**src/rtl/mul_pkg.sv**
```systemverilog
// Shared types and defaults for the sequential shift-and-add multiplier.
package mul_pkg;

    localparam int unsigned MUL_N_DEFAULT = 16;

    typedef enum logic [1:0] {
        IDLE = 2'd0,
        BUSY = 2'd1,
        DONE = 2'd2
    } mul_state_t;

endpackage

```
**src/rtl/multiplier_seq_if.sv**
```systemverilog
// Request/result bundle between a requester (master) and multiplier_seq (slave).
interface multiplier_seq_if
    import mul_pkg::*;
#(
    parameter int unsigned N = MUL_N_DEFAULT
);

    logic           req;
    logic [N-1:0]   Multiplicand;
    logic [N-1:0]   Multiplier;
    logic [2*N-1:0] P;
    logic           ready;
    logic           busy;

    modport master (
        output req, Multiplicand, Multiplier,
        input  P, ready, busy
    );

    modport slave (
        input  req, Multiplicand, Multiplier,
        output P, ready, busy
    );

endinterface

```
**src/rtl/mul_step.sv**
```systemverilog
// One shift-and-add iteration: consumes the multiplier LSB and shifts both operands.
module mul_step
    import mul_pkg::*;
#(
    parameter int unsigned N = MUL_N_DEFAULT
) (
    input  logic [2*N-1:0] acc,
    input  logic [2*N-1:0] mcand,
    input  logic [N-1:0]   mplier,
    output logic [2*N-1:0] acc_nxt_c,
    output logic [2*N-1:0] mcand_nxt_c,
    output logic [N-1:0]   mplier_nxt_c,
    output logic           zero_c
);

    always_comb begin
        acc_nxt_c    = mplier[0] ? (acc + mcand) : acc;
        mcand_nxt_c  = mcand << 1;
        mplier_nxt_c = mplier >> 1;
        zero_c       = (mplier_nxt_c == '0);
    end

endmodule

```
**src/rtl/multiplier_seq.sv**
```systemverilog
// Sequential N-bit unsigned multiplier, one multiplier bit per cycle.
// Define MUL_EARLY_TERM_EN to finish as soon as no multiplier bits remain set.
module multiplier_seq
    import mul_pkg::*;
#(
    parameter int unsigned N = MUL_N_DEFAULT
) (
    input logic             clk,
    input logic             rst,
    multiplier_seq_if.slave bus
);

    localparam int unsigned W  = 2 * N;
    localparam int unsigned CW = $clog2(N + 1);

`ifdef MUL_EARLY_TERM_EN
    localparam bit EARLY_TERM = 1'b1;
`else
    localparam bit EARLY_TERM = 1'b0;
`endif

    mul_state_t     state, state_nxt;
    logic [W-1:0]   acc, acc_nxt;
    logic [W-1:0]   mcand, mcand_nxt;
    logic [N-1:0]   mplier, mplier_nxt;
    logic [CW-1:0]  cnt, cnt_nxt;
    logic [W-1:0]   p_nxt;
    logic           ready_nxt;
    logic           busy_nxt;
    logic           last_c;

    logic [W-1:0]   step_acc;
    logic [W-1:0]   step_mcand;
    logic [N-1:0]   step_mplier;
    logic           step_zero;

    mul_step #(.N(N)) u_step (
        .acc          (acc),
        .mcand        (mcand),
        .mplier       (mplier),
        .acc_nxt_c    (step_acc),
        .mcand_nxt_c  (step_mcand),
        .mplier_nxt_c (step_mplier),
        .zero_c       (step_zero)
    );

    // State and datapath registers
    always_ff @(posedge clk or posedge rst) begin
        if (rst) begin
            state     <= IDLE;
            acc       <= '0;
            mcand     <= '0;
            mplier    <= '0;
            cnt       <= '0;
            bus.P     <= '0;
            bus.ready <= 1'b0;
            bus.busy  <= 1'b0;
        end else begin
            state     <= state_nxt;
            acc       <= acc_nxt;
            mcand     <= mcand_nxt;
            mplier    <= mplier_nxt;
            cnt       <= cnt_nxt;
            bus.P     <= p_nxt;
            bus.ready <= ready_nxt;
            bus.busy  <= busy_nxt;
        end
    end

    // Final step: all N bits consumed, or (early-term build) nothing left to add
    always_comb begin
        last_c = (cnt == CW'(N - 1)) || (EARLY_TERM && step_zero);
    end

    // Next-state and register updates
    always_comb begin
        state_nxt  = state;
        acc_nxt    = acc;
        mcand_nxt  = mcand;
        mplier_nxt = mplier;
        cnt_nxt    = cnt;
        p_nxt      = bus.P;
        ready_nxt  = 1'b0;
        busy_nxt   = bus.busy;

        unique case (state)
            IDLE: begin
                if (bus.req) begin
                    acc_nxt    = '0;
                    mcand_nxt  = {{N{1'b0}}, bus.Multiplicand};
                    mplier_nxt = bus.Multiplier;
                    cnt_nxt    = '0;
                    busy_nxt   = 1'b1;
                    state_nxt  = BUSY;
                end
            end
            BUSY: begin
                acc_nxt    = step_acc;
                mcand_nxt  = step_mcand;
                mplier_nxt = step_mplier;
                cnt_nxt    = cnt + CW'(1);
                if (last_c) begin
                    p_nxt     = step_acc;
                    ready_nxt = 1'b1;
                    busy_nxt  = 1'b0;
                    state_nxt = DONE;
                end
            end
            DONE: begin
                state_nxt = IDLE;
            end
            default: begin
                state_nxt = IDLE;
                busy_nxt  = 1'b0;
            end
        endcase
    end

endmodule
```
**src/flat_wrapper.sv**
```systemverilog
// flat-port wrapper written by rule: the top's interface ports become plain ports
module multiplier_seq_flat import mul_pkg::*;
#(
    parameter int unsigned N = MUL_N_DEFAULT
)
  (clk, rst, bus_req, bus_Multiplicand, bus_Multiplier, bus_P, bus_ready, bus_busy);
  multiplier_seq_if #(.N(N)) bus_i ();
  input logic clk;
  input logic rst;
  input wire logic [$bits(bus_i.req)-1:0] bus_req;
  input wire logic [$bits(bus_i.Multiplicand)-1:0] bus_Multiplicand;
  input wire logic [$bits(bus_i.Multiplier)-1:0] bus_Multiplier;
  output wire logic [$bits(bus_i.P)-1:0] bus_P;
  output wire logic [$bits(bus_i.ready)-1:0] bus_ready;
  output wire logic [$bits(bus_i.busy)-1:0] bus_busy;
  assign bus_i.req = bus_req;
  assign bus_i.Multiplicand = bus_Multiplicand;
  assign bus_i.Multiplier = bus_Multiplier;
  assign bus_P = bus_i.P;
  assign bus_ready = bus_i.ready;
  assign bus_busy = bus_i.busy;
  multiplier_seq #(.N(N)) u_core (.clk(clk), .rst(rst), .bus(bus_i));
endmodule
```
**config.mk**
```make
export PLATFORM = sky130hd
export DESIGN_NAME = multiplier_seq_flat
export DESIGN_NICKNAME = d
export VERILOG_FILES = /design/src/rtl/mul_pkg.sv /design/src/rtl/multiplier_seq_if.sv /design/src/rtl/mul_step.sv /design/src/rtl/multiplier_seq.sv /design/src/flat_wrapper.sv
export SDC_FILE = /design/constraint.sdc
export NUM_CORES = 1
export LEC_CHECK = 0
export ABC_AREA = 1
export BUFFER_PORTS_ARGS = -buffer_cell sky130_fd_sc_hd__buf_2
export CORE_ASPECT_RATIO = 0.7
export CORE_MARGIN = 1
export CORE_UTILIZATION = 30
export CTS_CLUSTER_DIAMETER = 200
export DETAILED_ROUTE_END_ITERATION = 10
export GPL_ROUTABILITY_DRIVEN = 0
export HOLD_SLACK_MARGIN = 0.08
export SETUP_SLACK_MARGIN = 0.3
export SYNTH_ARGS = -nofsm -noshare
export SYNTH_HDL_FRONTEND = slang
export SYNTH_SLANG_ARGS = --single-unit
```
**constraint.sdc**
```tcl
create_clock -name clk -period 3.8 [get_ports clk]
set_input_delay 0.38 -clock clk [delete_from_list [all_inputs] [get_ports clk]]
set_output_delay 0.38 -clock clk [all_outputs]
set_load 0.02 [all_outputs]
```
==> results of run 1 <==
-- worst max-delay path, stage by stage, from the launching register on --
cell and delay (ns):
dfrtp_1 0.41, ha_1 0.27, fa_1 0.45, nand3_1 0.11
nand3_1 0.14, nand3_1 0.10, nand3_1 0.24, nand2_1 0.21
nand2_1 0.06, nand2_1 0.07, nand3_2 0.06, nand3_1 0.09
o21ai_1 0.07
-- kinds of logic (layout without fill, tap and decap cells) --
logic type / Yosys count / count (layout) / synth area share, %
adder cells (fa/ha/maj): 34 / 34 / 5.75
buffers and inverters: 222 / 293 / 11.7
XOR/XNOR: 15 / 15 / 1.75
AND/OR/NAND/NOR: 524 / 524 / 29.5
AO/OA/AOI/OAI: 141 / 141 / 11.1
flip-flops: 121 / 121 / 40.2
-- flip-flops by register name (all words and copies together) (netlist names) --
| signal | count |
|---|---|
| u_core.bus.P | 32 |
| u_core.acc | 32 |
| u_core.bus.busy | 1 |
| u_core.mcand | 32 |
| u_core.bus.ready | 1 |
| u_core.mplier | 16 |
| u_core.cnt | 5 |
| u_core.state | 2 |
-- report_power, final --
group / total [mW] / internal [mW] / switching (mW) / leakage (nW)
clock network: 1.68 / 1.02 / 0.660 / 0.289
logic: 5.61 / 1.89 / 3.71 / 3.08
registers: 2.40 / 1.94 / 0.463 / 1.47
total: 9.69 / 4.85 / 4.84 / 4.84
-- area by class of cell --
cell class	count	area (µm²)	share of cell area, %
multi-input cells	714	3620	41.3
well taps	325	407	4.64
clock inverters	12	140	1.60
inverters	187	706	8.05
clock buffers	20	467	5.32
flip-flops and latches	121	3030	34.5
repair buffers	74	398	4.54
-- synthesized netlist by cell type, types with 2 or more instances --
| library cell | number |
|---|---|
| ha_1 | 33 |
| a21oi_1 | 22 |
| nand2_2 | 10 |
| nor2_1 | 46 |
| xnor2_1 | 7 |
| o221ai_1 | 4 |
| nor2_2 | 2 |
| inv_1 | 183 |
| a22oi_1 | 20 |
| inv_2 | 4 |
| dfrtp_1 | 121 |
| nand3_2 | 8 |
| xor2_1 | 8 |
| clkbuf_1 | 14 |
| buf_6 | 2 |
| nor3_1 | 3 |
| o21ai_0 | 56 |
| nand4_1 | 4 |
| o211ai_1 | 4 |
| or2_2 | 15 |
| buf_2 | 15 |
| o22ai_1 | 28 |
| o21bai_1 | 3 |
| nand3_1 | 89 |
| nand2_1 | 345 |
| buf_4 | 4 |
-- path summary, 6_finish.rpt --
kind                                    start                 to  slack (ns)  depth (start not counted)
setup / recovery              u_core.mcand[0]     u_core.acc[20]        1.38                         12
hold / removal                            rst    u_core.bus.P[4]        0.13                          3
setup reg to reg              u_core.mcand[0]     u_core.acc[20]        1.38                         12
hold reg to reg              u_core.bus.P[20]   u_core.bus.P[20]        0.48                          2
max in group asynchronous                 rst   u_core.mcand[25]        3.13                          3
min in group clk           bus_Multiplier[10]  u_core.mplier[10]        0.19                          3
-- metal layers --
layer | vias to the layer above | global-route usage, %
li1 | 3453 | -
met1 | 3203 | 26.4
met2 | 203 | 24.4
met3 | 18 | 4.42
met4 | 0 | 5.16
met5 | - | 0
==> impl_metrics.yaml, run 1 <==
grt:
  grt_use_total_pct: 17.6
  antenna_found_initial: 0
  grt_pass1_wl_um: 35100
  grt_pass1_vias: 6516
  grt_max_degree: 122
  gr-total-overflow: 0
yosys:
  seq_area_frac_synth_pct: 40.2
  synth-main-ff-cell: "dfrtp_1"
  ys_top_cells_by_area: "dfrtp_1 (40%), nand2_1 (17%), inv_1 (9.1%)"
  ys_types: 33
  async_flop_share_pct: 100
  ys_seq_elements: 121
  synth_area_um2: 7530
  netlist_instances: 1057
  synth_enable_flop_cells: 0
  yosys.area.top_type: "dfrtp_1"
  yosysTopAreaCellShare_pct: 40.2
  syn_avg_cell_area_um2: 7.12
  synth_warnings: 0
  synthesis.nets: 1126
place:
  placed_cells: 1421
  placed_area_um2: 8160
  hpwlAfterDp_um: 14900
  port_buffers: 68
  dp_slack_ns: 1.42
setup_path:
  path_max_fanout: 5
  arrival_ns: 2.72
  path_class: "flip-flop to flip-flop"
  cp-start-kind: "flip-flop"
  critPathCaptureType: "flip-flop"
  required_ns: 4.10
outcome:
  outcome: "complete, no violations"
route:
  wl_per_cell_um: 14.8
  vias: 6877
  met2_length_um: 8540
  drt-initial-drc-count: 541
  m1WireLength_um: 11100
  post-route-drc-count: 0
  ant_nets: 0
  drt-pass1-iter-count: 5
  top_layer: "met4"
  via_per_inst: 4.73
  finalWirelength_um: 21500
  met3_length_um: 1550
floorplan:
  core-area_um2: 24600
  pin_count: 69
  rows: 48
  die_h_um: 135
  dieArea_um2: 25700
  die_w_um: 191
  initial_core_util_pct: 30.6
sta:
  fin_setup_tns_ns: 0
  maxSlewViolCount: 0
  fmax_mhz: 413
  setup_viol: 0
  hold-worst-slack_ns: 0.134
  final-hold-violation-count: 0
  worst_slew_pin_slew_ns: 0.816
  final.setup.worst_slack_ns: 1.38
  finalClockSkew_ns: 0.0105
  min_period_over_period_pct: 63.7
  timing.slew.headroom_pct: 45.5
  rsz0062_at_grt: "false"
  min_period_ns: 2.42
power:
  p_leak_nw: 4.84
  irDropWorstVdd_uv: 454
  powerDensity_nw_per_um2: 1110
  p_total_mw: 9.69
clocking:
  htreeDepth: 4
  cts.path.max_buffers: 2
  numCtsBuffers: 17
  clk_pin_slew_ns: 0.06
  cts_hold_buf: 0
  cts_resized: 0
  tritoncts: "done"
  cts.sinks: 121
  cts-root-buf: "clkbuf_16"
  clk_latency_ns: 0.43
  cts_setup_buffers: 0
layout:
  nets: 1184
  postLayoutCoreUtil_pct: 35.6
  finalNonFillerCells: 1453
  drive_gt1_share_pct: 13.2
  num_antenna_cells: 0
  area_growth_pct: 16.5
  mostFrequentLayoutCells: "nand2_1 (345), inv_1 (182), dfrtp_1 (121)"
  fill_cells: 2632
  fin_area_um2: 8770
  layout_commonest_cell: "nand2_1"
hold_path:
  hold_path.class: "primary input to asynchronous set/reset pin"
run:
  max-cap-violations: 0
Power figures use the tool's default switching activity.
==> inputs of run 2 (changes only) <==
==> constraint.sdc (replaced) <==
create_clock -name clk -period 2.22 [get_ports clk]
set_input_delay 0.222 -clock clk [delete_from_list [all_inputs] [get_ports clk]]
set_output_delay 0.222 -clock clk [all_outputs]
set_load 0.02 [all_outputs]
==> run 2 against run 1 <==
Highest routed layer unchanged. Design area grew 16%. Sequential share of layout area shrank 4.5 points. Clock skew shrank 0.0028 ns. Maximum frequency grew 26%.
==> impl_metrics.yaml, run 2 (synthesis results as in run 1) <==
setup_path:
  path_class: "flip-flop to flip-flop"
  cp-start-kind: "flip-flop"
  arrival_ns: 2.25
  reg2reg_from: "u_core.acc[0]"
  cp-startpoint: "u_core.acc[0]"
  path_max_fanout: 4
  critPathCaptureType: "flip-flop"
  required_ns: 2.54
route:
  drt-pass1-iter-count: 6
  ant_nets: 0
  vias: 7074
  drt-initial-drc-count: 530
  wl_per_cell_um: 14.9
  post-route-drc-count: 0
  finalWirelength_um: 22400
  via_per_inst: 4.71
outcome:
  outcome: "complete, no violations"
sta:
  final-hold-violation-count: 0
  fin_setup_tns_ns: 0
  timing.slew.headroom_pct: 67.2
  maxSlewViolCount: 0
  finalClockSkew_ns: 0.00767
  min_period_over_period_pct: 86.9
  final.setup.worst_slack_ns: 0.292
  min_period_ns: 1.93
  worst_slew_pin_slew_ns: 0.492
  fmax_mhz: 519
  setup_viol: 0
  rsz0062_at_grt: "true"
clocking:
  htreeDepth: 4
  cts.sinks: 121
  clk_pin_slew_ns: 0.06
  cts-root-buf: "clkbuf_16"
  tritoncts: "done"
  numCtsBuffers: 17
  clk_latency_ns: 0.43
  cts.path.max_buffers: 2
layout:
  mostFrequentLayoutCells: "nand2_1 (287), inv_1 (177), dfrtp_1 (107)"
  layout_commonest_cell: "nand2_1"
  fill_cells: 2457
  top_regs: "u_core.acc: 32 flops, u_core.bus.P: 32 flops, u_core.mcand: 32 flops"
  nets: 1232
  num_antenna_cells: 0
  area_growth_pct: 34.8
  fin_area_um2: 10100
  finalNonFillerCells: 1501
  drive_gt1_share_pct: 29.3
place:
  port_buffers: 68
  placed_area_um2: 8290
  hpwlAfterDp_um: 15400
  dp_slack_ns: 0.0425
  placed_cells: 1431
hold_path:
  worstHoldStart: "bus_Multiplier[0]"
  hold_path.class: "primary input to flip-flop"
grt:
  grt_use_total_pct: 17.6
  antenna_found_initial: 0
  grt_max_degree: 61
  grt_pass1_vias: 6546
  gr-total-overflow: 0
  grt_pass1_wl_um: 35100
floorplan:
  initial_core_util_pct: 30.6
  die_h_um: 135
  core-area_um2: 24600
  die_w_um: 191
  pin_count: 69
  rows: 48
  dieArea_um2: 25700
run:
  max-cap-violations: 0
run 2: changes by cell type in the layout (fill, tap and decap cells not counted), moves of 15 or more:
cell / before / now
nand2_1: 345 / 287
nand2_2: 10 / 52
ha_1: 33 / 5
ha_4: 0 / 24
nand3_1: 89 / 66
buf_4: 5 / 27
dlygate4sd3_1: 0 / 22
nand3_2: 8 / 26
nor2_1: 45 / 28
nand2_4: 1 / 16
nor2_2: 2 / 17
run 2: worst paths after layout:
check / endpoint / slack, ns / depth (start not counted)
min: u_core.mplier[0] / 0.09 / 3
min reg2reg: u_core.bus.P[29] / 0.47 / 2
min in group asynchronous: u_core.bus.P[0] / 0.38 / 3
max: u_core.bus.P[24] / 0.29 / 12
max in group asynchronous: u_core.acc[12] / 1.15 / 4
max reg2reg: u_core.bus.P[24] / 0.29 / 12
run 2: per-layer routing:
| metal | routed length, µm | global-route usage, % | share of wire, % |
|---|---|---|---|
| met1 | 11800 | 27.0 | 53 |
| met3 | 946 | 3.82 | 4.2 |
| met2 | 9490 | 24.8 | 42 |
| met4 | 195 | 4.14 | 0.87 |
| met5 | 0 | 0 | 0 |
run 2: area by class of cell:
class / instances / area [µm²] / share of cell area (%)
Sequential cell: 121 / 3050 / 30.0
Multi-Input combinational cell: 714 / 4510 / 44.5
Clock inverter: 12 / 140 / 1.38
Timing Repair Buffer: 122 / 863 / 8.51
Tap cell: 325 / 407 / 4.01
Clock buffer: 20 / 467 / 4.60
Inverter: 187 / 708 / 6.98
run 2: what timing repair did:
| action | in CTS | in global routing |
|---|---|---|
| gates resized for setup | 57 | 158 |
| setup endpoints to repair | 51 | 53 |
| endpoints found under the hold margin | 38 | 0 |
| pin swaps | 7 | 44 |
| setup buffers | 4 | 12 |
| hold buffers | 22 | 0 |
run 2: worst max-delay path, cell delays in order (launching register included):
cell and delay (ns):
dfrtp_1 0.39, ha_2 0.20, fa_2 0.38, nand3_2 0.11
nand3_4 0.08, nand2_2 0.09, nand2_4 0.09, nand3_4 0.08
nand3_2 0.07, nand2_2 0.08, nand3_2 0.09, nand3_2 0.09
nand2_1 0.05
run 2: per-stage QoR:
stage	hold WS, ns	util (%)
finish	0.0937	41.2
global route	0.109	41.2
CTS	0.0911	38.5
detailed placement	0.285	33.7
global placement	0.293	33.7
floorplan	0.360	-
Power of run 2 is left out: the tool's default activity adds up to more than one toggle a clock period on the data nets, which glitch-free logic cannot reach.
